`config.mk`:
```
export PLATFORM = sky130hd
export DESIGN_NAME = prog_loader
export DESIGN_NICKNAME = d
export VERILOG_FILES = /design/src/rtl/rat_loader_pkg.sv /design/src/rtl/prog_loader.sv
export SDC_FILE = /design/constraint.sdc
export NUM_CORES = 1
export LEC_CHECK = 0
export BUFFER_PORTS_ARGS = -buffer_cell sky130_fd_sc_hd__buf_2
export CORE_MARGIN = 1
export CORE_UTILIZATION = 35
export CTS_CLUSTER_SIZE = 25
export DETAILED_ROUTE_END_ITERATION = 10
export GPL_TIMING_DRIVEN = 1
export PLACE_DENSITY_LB_ADDON = 0.05
export SYNTH_ARGS = -nofsm -noshare
export SYNTH_HDL_FRONTEND = slang
export SYNTH_SLANG_ARGS = --single-unit
```
`constraint.sdc`:
```
create_clock -name CLK -period 2.4 [get_ports CLK]
set_input_delay 0.12 -clock CLK [delete_from_list [all_inputs] [get_ports CLK]]
set_output_delay 0.12 -clock CLK [all_outputs]
set_load 0.02 [all_outputs]
```
`src/rtl/rat_loader_pkg.sv`:
```
// rtl/rat_loader_pkg.sv - shared constants for the RAT program loader
// Holds the loader state codes, the default frame marker and the frame
// byte-layout constants used by prog_loader.
package rat_loader_pkg;

  // Loader states (plain constants so the encoding is fixed and visible)
  localparam logic [3:0] ST_IDLE   = 4'd0;
  localparam logic [3:0] ST_CNT_LO = 4'd1;
  localparam logic [3:0] ST_CNT_HI = 4'd2;
  localparam logic [3:0] ST_B0     = 4'd3;
  localparam logic [3:0] ST_B1     = 4'd4;
  localparam logic [3:0] ST_B2     = 4'd5;
  localparam logic [3:0] ST_WRITE  = 4'd6;
  localparam logic [3:0] ST_CHK    = 4'd7;
  localparam logic [3:0] ST_DONE   = 4'd8;
  localparam logic [3:0] ST_ERR    = 4'd9;

  localparam logic [7:0] SYNC_BYTE_DEF = 8'hA5;

  // Frame layout: SYNC, CNT_LO, CNT_HI, then WORD_BYTES bytes per word, then CHK
  localparam int unsigned CNT_W        = 11;  // {CNT_HI[2:0], CNT_LO}
  localparam int unsigned CNT_HI_BITS  = 3;
  localparam int unsigned WORD_BYTES   = 3;   // B0 = [7:0], B1 = [15:8], B2 = [17:16]
  localparam int unsigned B2_DATA_BITS = 2;

  // States in which a byte may be taken from the stream
  function automatic logic takes_byte(input logic [3:0] s);
    return (s == ST_IDLE) || (s == ST_CNT_LO) || (s == ST_CNT_HI) ||
           (s == ST_B0) || (s == ST_B1) || (s == ST_B2) || (s == ST_CHK);
  endfunction

  // States in which the inter-byte idle timer runs
  function automatic logic is_timed(input logic [3:0] s);
    return takes_byte(s) && (s != ST_IDLE);
  endfunction

endpackage

```
`src/rtl/prog_loader.sv`:
```
// rtl/prog_loader.sv - byte-stream loader that writes RAT program memory
// Ports:
//   CLK, RST            clock, synchronous active-high reset
//   RX_DATA, RX_VALID   incoming byte stream
//   RX_READY            byte accepted this cycle when RX_VALID is also high
//   PROG_WE/ADDR/DATA   program memory write port (one pulse per word)
//   CPU_HOLD            keeps the CPU in reset while a frame is in progress
//   DONE, ERR           sticky result of the last frame
module prog_loader
  import rat_loader_pkg::*;
#(
  parameter int         ADDR_W      = 10,
  parameter int         DATA_W      = 18,
  parameter logic [7:0] SYNC_BYTE   = SYNC_BYTE_DEF,
  parameter int         TIMEOUT_CYC = 1000000
) (
  input  logic              CLK,
  input  logic              RST,
  input  logic [7:0]        RX_DATA,
  input  logic              RX_VALID,
  output logic              RX_READY,
  output logic              PROG_WE,
  output logic [ADDR_W-1:0] PROG_ADDR,
  output logic [DATA_W-1:0] PROG_DATA,
  output logic              CPU_HOLD,
  output logic              DONE,
  output logic              ERR
);

  localparam int            TO_W    = (TIMEOUT_CYC > 2) ? $clog2(TIMEOUT_CYC) : 1;
  localparam logic [TO_W-1:0] TO_LAST = TO_W'(TIMEOUT_CYC - 1);
  localparam logic [CNT_W:0]  MAX_N   = (CNT_W + 1)'(2 ** ADDR_W);

  logic [3:0]        r_state;
  logic [3:0]        w_next;
  logic [7:0]        r_cnt_lo;
  logic [CNT_W-1:0]  r_cnt;
  logic [7:0]        r_b0;
  logic [7:0]        r_b1;
  logic [7:0]        r_xor;
  logic [ADDR_W-1:0] r_idx;
  logic [ADDR_W-1:0] r_addr;
  logic [DATA_W-1:0] r_data;
  logic [TO_W-1:0]   r_idle;
  logic              r_hold;
  logic              r_done;
  logic              r_err;

  logic              w_accept;
  logic              w_timed;
  logic              w_timeout;
  logic [CNT_W-1:0]  w_cnt;
  logic              w_cnt_bad;
  logic              w_b2_bad;
  logic              w_last;

  assign RX_READY  = takes_byte(r_state);
  assign w_accept  = RX_VALID && RX_READY;
  assign w_timed   = is_timed(r_state);
  // An accepted byte always wins over an expiring timer
  assign w_timeout = w_timed && !w_accept && (r_idle == TO_LAST);

  assign w_cnt     = {RX_DATA[CNT_HI_BITS-1:0], r_cnt_lo};
  assign w_cnt_bad = (RX_DATA[7:CNT_HI_BITS] != '0) || (w_cnt == '0) ||
                     ({1'b0, w_cnt} > MAX_N);
  assign w_b2_bad  = (RX_DATA[7:B2_DATA_BITS] != '0);
  // Index is compared one ahead so a full 2**ADDR_W frame never needs a wider index
  assign w_last    = ((CNT_W'(r_idx) + CNT_W'(1)) == r_cnt);

  always_comb begin
    w_next = r_state;
    case (r_state)
      ST_IDLE:   if (w_accept && (RX_DATA == SYNC_BYTE)) w_next = ST_CNT_LO;
      ST_CNT_LO: if (w_accept) w_next = ST_CNT_HI;
      ST_CNT_HI: if (w_accept) w_next = w_cnt_bad ? ST_ERR : ST_B0;
      ST_B0:     if (w_accept) w_next = ST_B1;
      ST_B1:     if (w_accept) w_next = ST_B2;
      ST_B2:     if (w_accept) w_next = w_b2_bad ? ST_ERR : ST_WRITE;
      ST_WRITE:  w_next = w_last ? ST_CHK : ST_B0;
      ST_CHK:    if (w_accept) w_next = (RX_DATA == r_xor) ? ST_DONE : ST_ERR;
      ST_DONE:   w_next = ST_IDLE;
      ST_ERR:    w_next = ST_IDLE;
      default:   w_next = ST_IDLE;
    endcase
    if (w_timeout) w_next = ST_ERR;
  end

  always_ff @(posedge CLK) begin
    if (RST) begin
      r_state  <= ST_IDLE;
      r_cnt_lo <= '0;
      r_cnt    <= '0;
      r_b0     <= '0;
      r_b1     <= '0;
      r_xor    <= '0;
      r_idx    <= '0;
      r_addr   <= '0;
      r_data   <= '0;
      r_idle   <= '0;
      r_hold   <= 1'b0;
      r_done   <= 1'b0;
      r_err    <= 1'b0;
    end else begin
      r_state <= w_next;

      if (!w_timed || w_accept || w_timeout) r_idle <= '0;
      else                                   r_idle <= r_idle + 1'b1;

      if (w_accept) begin
        case (r_state)
          ST_IDLE: begin
            if (RX_DATA == SYNC_BYTE) begin
              r_done <= 1'b0;
              r_err  <= 1'b0;
              r_hold <= 1'b1;
            end
          end
          ST_CNT_LO: r_cnt_lo <= RX_DATA;
          ST_CNT_HI: begin
            r_cnt <= w_cnt;
            r_idx <= '0;
            r_xor <= '0;
          end
          ST_B0: begin
            r_b0  <= RX_DATA;
            r_xor <= r_xor ^ RX_DATA;
          end
          ST_B1: begin
            r_b1  <= RX_DATA;
            r_xor <= r_xor ^ RX_DATA;
          end
          ST_B2: begin
            r_xor <= r_xor ^ RX_DATA;
            // Address/data are loaded here so they are stable for the whole WRITE cycle
            if (!w_b2_bad) begin
              r_addr <= r_idx;
              r_data <= DATA_W'({RX_DATA[B2_DATA_BITS-1:0], r_b1, r_b0});
            end
          end
          default: ;
        endcase
      end

      if (r_state == ST_WRITE) r_idx <= r_idx + 1'b1;

      // Result flags change on entry to the terminal states; CPU_HOLD only
      // drops on success, so a failed frame keeps the CPU parked
      if (w_next == ST_DONE) begin
        r_done <= 1'b1;
        r_hold <= 1'b0;
      end
      if (w_next == ST_ERR) r_err <= 1'b1;
    end
  end

  assign PROG_WE   = (r_state == ST_WRITE);
  assign PROG_ADDR = r_addr;
  assign PROG_DATA = r_data;
  assign CPU_HOLD  = r_hold;
  assign DONE      = r_done;
  assign ERR       = r_err;

endmodule

```
==> reports/metrics.yaml, run 1 <==
outcome:
  status: "complete, no violations"
final_layout:
  finalInstanceArea_um2: 5760
  antenna_cells: 0
  multi_input_area_um2: 2650
  fin_util_pct: 41.3
  seq_area_um2: 2160
  nets: 641
  drive_gt1_share_pct: 20.7
  fillers: 1398
  syn2layout_area_growth_pct: 14.4
timing:
  clock.fmax_ghz: 0.452
  setup_viol_count_final: 0
  tightest_slew_ps: 571
  finalHoldViolCount: 0
  finClkSkew_ps: 9.33
  post-route-min-period_ps: 2210
  slew_viol_final: 0
  final.period_utilization_pct: 92.1
  finalSetupTns_ps: 0
  hold_slack_ps: 132
  max-slew-margin-rel_pct: 61.9
  rsz0062_at_grt: "false"
cts:
  clock_latency_ps: 360
  cts_setup_buffers: 0
  clk_pin_slew_ps: 80
  cts_hold_buf: 0
  numClockSinks: 108
  ctsResizeCount: 0
  cts_tree: "built"
  clock-root-buffer: "clkbuf_16"
  cts_buffers: 9
  h-tree-depth: 3
  clockBufferDepth: 2
logic_synthesis:
  ys_ff_latch: 108
  yosys.area.top_type: "dfxtp_1"
  synth_ff_type: "dfxtp_1"
  synth_nets: 605
  synth.most_common_cell: "dfxtp_1"
  synth_common_cells: "dfxtp_1, nor2_1, nand2_1"
  synthDistinctLibCells: 51
  yosysSeqAreaShare_pct: 43.0
  netlist_area_um2: 5030
  yosysTopAreaCellShare_pct: 43.0
  post_synth_main_area_contributors: "dfxtp_1, mux2i_1, nor2_1, nand2_1, xnor2_1"
  ys_warn_count: 0
  syn-instance-count: 592
  syn_avg_cell_area_um2: 8.50
  ys_async_sr_fraction_pct: 0
  synth-edff-count: 0
route:
  drtAntennaViolNets: 0
  dr.pass1.iters: 4
  drt_iter0_drc: 218
  via_per_inst: 5.01
  wirelength_um: 12100
  wire_per_inst_um: 14.9
  drc: 0
  vias: 4074
critical_path:
  worstPathRequired_ps: 2710
  slowest_stage: "or4_1"
  slowest_delay_ps: 570
  worstSetupPathType: "reg2reg"
  endpoint_kind: "register"
  cp_max_fo: 7
  critPathArrivalTime_ps: 2520
  critical_path.cell_chain: "ha_1, nand3_1, or4_1, o32ai_1, a21oi_1, nor4_1, o21ba_2"
  critical_path.startpoint_type: "register"
  reg2regPathDepth: 7
placement:
  dp_hpwl_um: 8440
  place.gp.congestion: 0.821
  numPortBuffers: 43
  placed_area_um2: 5450
floorplan:
  start_util_pct: 36.1
  boundaryPins: 44
  rows: 43
  die_h_um: 122
  dieWidth_um: 122
  core-area_um2: 13900
  dieArea_um2: 14900
pwr:
  pwr-share-seq_pct: 51.9
  power_leakage_uw: 0.00207
  finalPower_uw: 3450
  p_per_area_nw_per_um2: 599
  power.clock.fraction_pct: 45.5
  intPower_uw: 2650
  ir_drop_v: 0.000399
  p_switching_uw: 797
  p_sw_share_pct: 23.1
  p_comb_share_pct: 2.6
global_route:
  antenna_found_initial: 1
  grt_pass1_wl_um: 20300
  grt.overflow.total: 0
  grt_max_degree: 47
  grt_pass1_vias: 3896
  grt_usage_pct: 17.7
min_path:
  hold_path.class: "in2reg"
  min_path_cells: 3
run:
  drv_cap: 0
[registers in the layout (all words and copies together) (netlist names), 4 cells and up]
name	count
r_xor	8
r_b1	8
r_b0	8
r_idle	20
r_state	4
r_cnt_lo	8
r_cnt	11
r_idx	10
PROG_ADDR	10
PROG_DATA	18
[cell usage in the layout, fill, tap and decap left out, types with 12 or more instances in the layout]
master / n
xor2_1: 17
nand3_1: 16
a21oi_2: 20
nor2_1: 89
mux2i_1: 35
nor3_1: 12
dfxtp_1: 108
nand2_2: 20
buf_4: 24
buf_2: 42
a21oi_1: 33
xnor2_1: 21
o21ai_0: 18
nand2_1: 59
[per-layer routing]
metal	up-vias	wire, µm	track usage (%)
met1	1916	5910	23.1
met5	-	10	0
met2	46	5610	28.1
li1	2100	-	-
met3	10	436	5.15
met4	2	115	5.02
[power by group through the flow]
stage	Clock [µW]	Sequential, µW	Combinational [µW]
after global placement	0	1830	90.1
after CTS	1620	1790	90.3
after floorplan	0	1830	53.7
final	1570	1790	88.7
after detailed placement	0	1830	90.3
after global routing	1700	1790	97.4
[final timing paths]
path	startpoint	slack, ps	end
max	r_idx[1]$_SDFFE_PP0P_	190	r_state[2]$_SDFF_PP0_
min reg2reg	r_b0[5]$_SDFFE_PP0P_	460	PROG_DATA[5]$_SDFFE_PP0P_
min	RX_DATA[6]	130	r_b1[6]$_SDFFE_PP0P_
max reg2reg	r_idx[1]$_SDFFE_PP0P_	190	r_state[2]$_SDFF_PP0_
[cell type report]
class | instances | share of cell area [%]
clock buffer | 9 | 3.91
clock inverter | 7 | 1.50
inverter | 6 | 0.391
multi-input combinational | 437 | 45.9
sequential | 108 | 37.6
tap | 180 | 3.91
timing repair buffer | 66 | 6.78
[metrics by stage]
stage	instances	setup slack (ps)
2_1_floorplan	592	458
3_3_place_gp	797	274
3_5_place_dp	797	203
4_1_cts	813	190
5_1_grt	813	32.9
6_report	813	189
[critical path, delay by kind of cell (launching register included)]
| kind | cells | cell delay, ps |
|---|---|---|
| AO/OA/AOI/OAI | 3 | 370 |
| adder cells (fa/ha/maj) | 1 | 320 |
| flip-flops | 1 | 410 |
| AND/OR/NAND/NOR | 3 | 1070 |
[kinds of logic (layout without fill, tap and decap cells)]
group	after synthesis	count (layout)	share of synthesized area, %
fa+ha+maj	2	2	0.497
flops	108	108	43.0
buf+inv	47	88	4.48
xor+xnor	38	38	6.61
mux	35	35	6.96
simple gates	265	265	25.9
compound gates	97	97	12.6
Note: power is estimated with default switching activity, not from simulation.
==> run 2: changes to the inputs <==
==> constraint.sdc (replaced) <==
create_clock -name CLK -period 2.4 [get_ports CLK]
set_input_delay 0.24 -clock CLK [delete_from_list [all_inputs] [get_ports CLK]]
set_output_delay 0.24 -clock CLK [all_outputs]
set_load 0.02 [all_outputs]
==> reports/metrics.yaml, run 2 (synthesis gave the netlist of run 1 again) <==
pwr:
  power.clock.fraction_pct: 45.8
  p_switching_uw: 778
  p_sw_share_pct: 22.4
  intPower_uw: 2700
  power_leakage_uw: 0.00212
  pwr-share-seq_pct: 51.5
  ir_drop_v: 0.000416
  p_comb_share_pct: 2.7
  p_per_area_nw_per_um2: 596
placement:
  place.gp.congestion: 0.837
  dp_hpwl_um: 8600
  numPortBuffers: 43
  placed_area_um2: 5510
run:
  drv_cap: 0
floorplan:
  start_util_pct: 36.1
  core-area_um2: 13900
  rows: 43
  die_h_um: 122
  dieWidth_um: 122
  dieArea_um2: 14900
  boundaryPins: 44
global_route:
  grt_pass1_vias: 3852
  grt_max_degree: 41
  grt_usage_pct: 17.6
  grt.overflow.total: 0
  antenna_found_initial: 1
  grt_pass1_wl_um: 20200
route:
  dr.pass1.iters: 4
  wirelength_um: 12200
  drt_iter0_drc: 217
  drc: 0
  vias: 4110
  via_per_inst: 5.00
  wire_per_inst_um: 14.9
  drtAntennaViolNets: 0
critical_path:
  reg2regPathDepth: 6
  critical_path.startpoint_type: "register"
  critPathArrivalTime_ps: 1970
  r2r_slack_ps: 280
  r2r-end: "DONE$_SDFFE_PP0P_"
  worstPathRequired_ps: 2160
  timing.rr.start: "r_cnt_lo[4]$_SDFFE_PP0P_"
  worstSetupPathType: "reg2out"
  cp_max_fo: 13
  endpoint_kind: "output port"
cts:
  h-tree-depth: 3
  clk_pin_slew_ps: 80
  clockBufferDepth: 2
  clock-root-buffer: "clkbuf_16"
  cts_buffers: 9
  ctsResizeCount: 0
  clock_latency_ps: 350
  cts_tree: "built"
  cts_hold_buf: 0
  cts_setup_buffers: 0
  numClockSinks: 108
timing:
  setup_viol_count_final: 0
  finalHoldViolCount: 0
  max-slew-margin-rel_pct: 68.8
  post-route-min-period_ps: 2210
  finClkSkew_ps: 7.94
  final.period_utilization_pct: 92.3
  clock.fmax_ghz: 0.452
  slew_viol_final: 0
  finalSetupTns_ps: 0
  rsz0062_at_grt: "false"
  tightest_slew_ps: 469
min_path:
  min_path_cells: 2
  hp-start: "RST"
  whs_endpoint: "PROG_DATA[16]$_SDFFE_PP0P_"
  hold_path.class: "in2reg"
final_layout:
  largest_register_ffs: 20
  drive_gt1_share_pct: 21.8
  regMostFlops: "r_idle"
  antenna_cells: 0
  final_common_cell: "dfxtp_1"
  syn2layout_area_growth_pct: 15.9
  nets: 650
  finalInstanceArea_um2: 5830
  mostFrequentLayoutCells: "dfxtp_1, nor2_1, nand2_1, buf_2, mux2i_1"
outcome:
  status: "complete, no violations"
[run 2: cell count changes in the layout (fill, tap and decap cells not counted)]
cell and delta:
inv_8 -2, clkbuf_8 +2, buf_4 +9, clkinvlp_4 -1, clkinv_4 +1
[run 2: how the worst max path moves through the flow]
stage	endpoint	slack, ps	cells after the start	startpoint
2_1_floorplan	PROG_ADDR[0]$_SDFFE_PP0P_	340	8	RX_DATA[3]
3_3_place_gp	DONE$_SDFFE_PP0P_	240	7	RX_DATA[1]
3_5_place_dp	PROG_DATA[4]$_SDFFE_PP0P_	240	7	RX_DATA[3]
4_1_cts	PROG_WE	170	5	r_state[3]$_SDFF_PP0_
5_1_grt	PROG_WE	40	5	r_state[3]$_SDFF_PP0_
6_report	PROG_WE	190	5	r_state[3]$_SDFF_PP0_
[run 2: layer usage]
metal / routed length, µm / up-vias / GRT usage [%]
met5: 10 / - / 0
met4: 108 / 2 / 4.63
met3: 473 / 8 / 5.15
met2: 5730 / 53 / 28.4
met1: 5890 / 1935 / 22.8
li1: - / 2112 / -
[run 2: power by group through the flow]
stage               sequential (µW)  combinational, µW  clock (µW)
floorplan                      1830               53.7           0
finish                         1790               93.0        1590
CTS                            1790               94.6        1650
global route                   1790                101        1740
detailed placement             1830               94.7           0
global placement               1830               94.0           0
[run 2: worst max-delay path: stages, from the launching register on]
cell and delay, ps:
dfxtp_1 430, nand2b_1 260, or2_2 320, buf_4 190
inv_1 200, buf_2 210
[run 2: layout make-up]
type,instances,area [µm²]
clock buffers,11,253
clock inverters,5,65.1
fillers,1407,8100
inverters,6,22.5
multi-input cells,437,2650
flip-flops and latches,108,2160
well taps,180,225
repair buffers,75,458
[run 2: stage by stage]
stage / utilization (%) / power [µW] / hold WS [ps] / std cells / setup slack, ps
2_1_floorplan: - / 1890 / 384 / 592 / 338
3_3_place_gp: 39.6 / 1930 / 442 / 806 / 235
3_5_place_dp: 39.6 / 1930 / 447 / 806 / 239
4_1_cts: 41.8 / 3540 / 247 / 822 / 166
5_1_grt: 41.8 / 3630 / 246 / 822 / 38.0
6_report: 41.8 / 3480 / 251 / 822 / 185
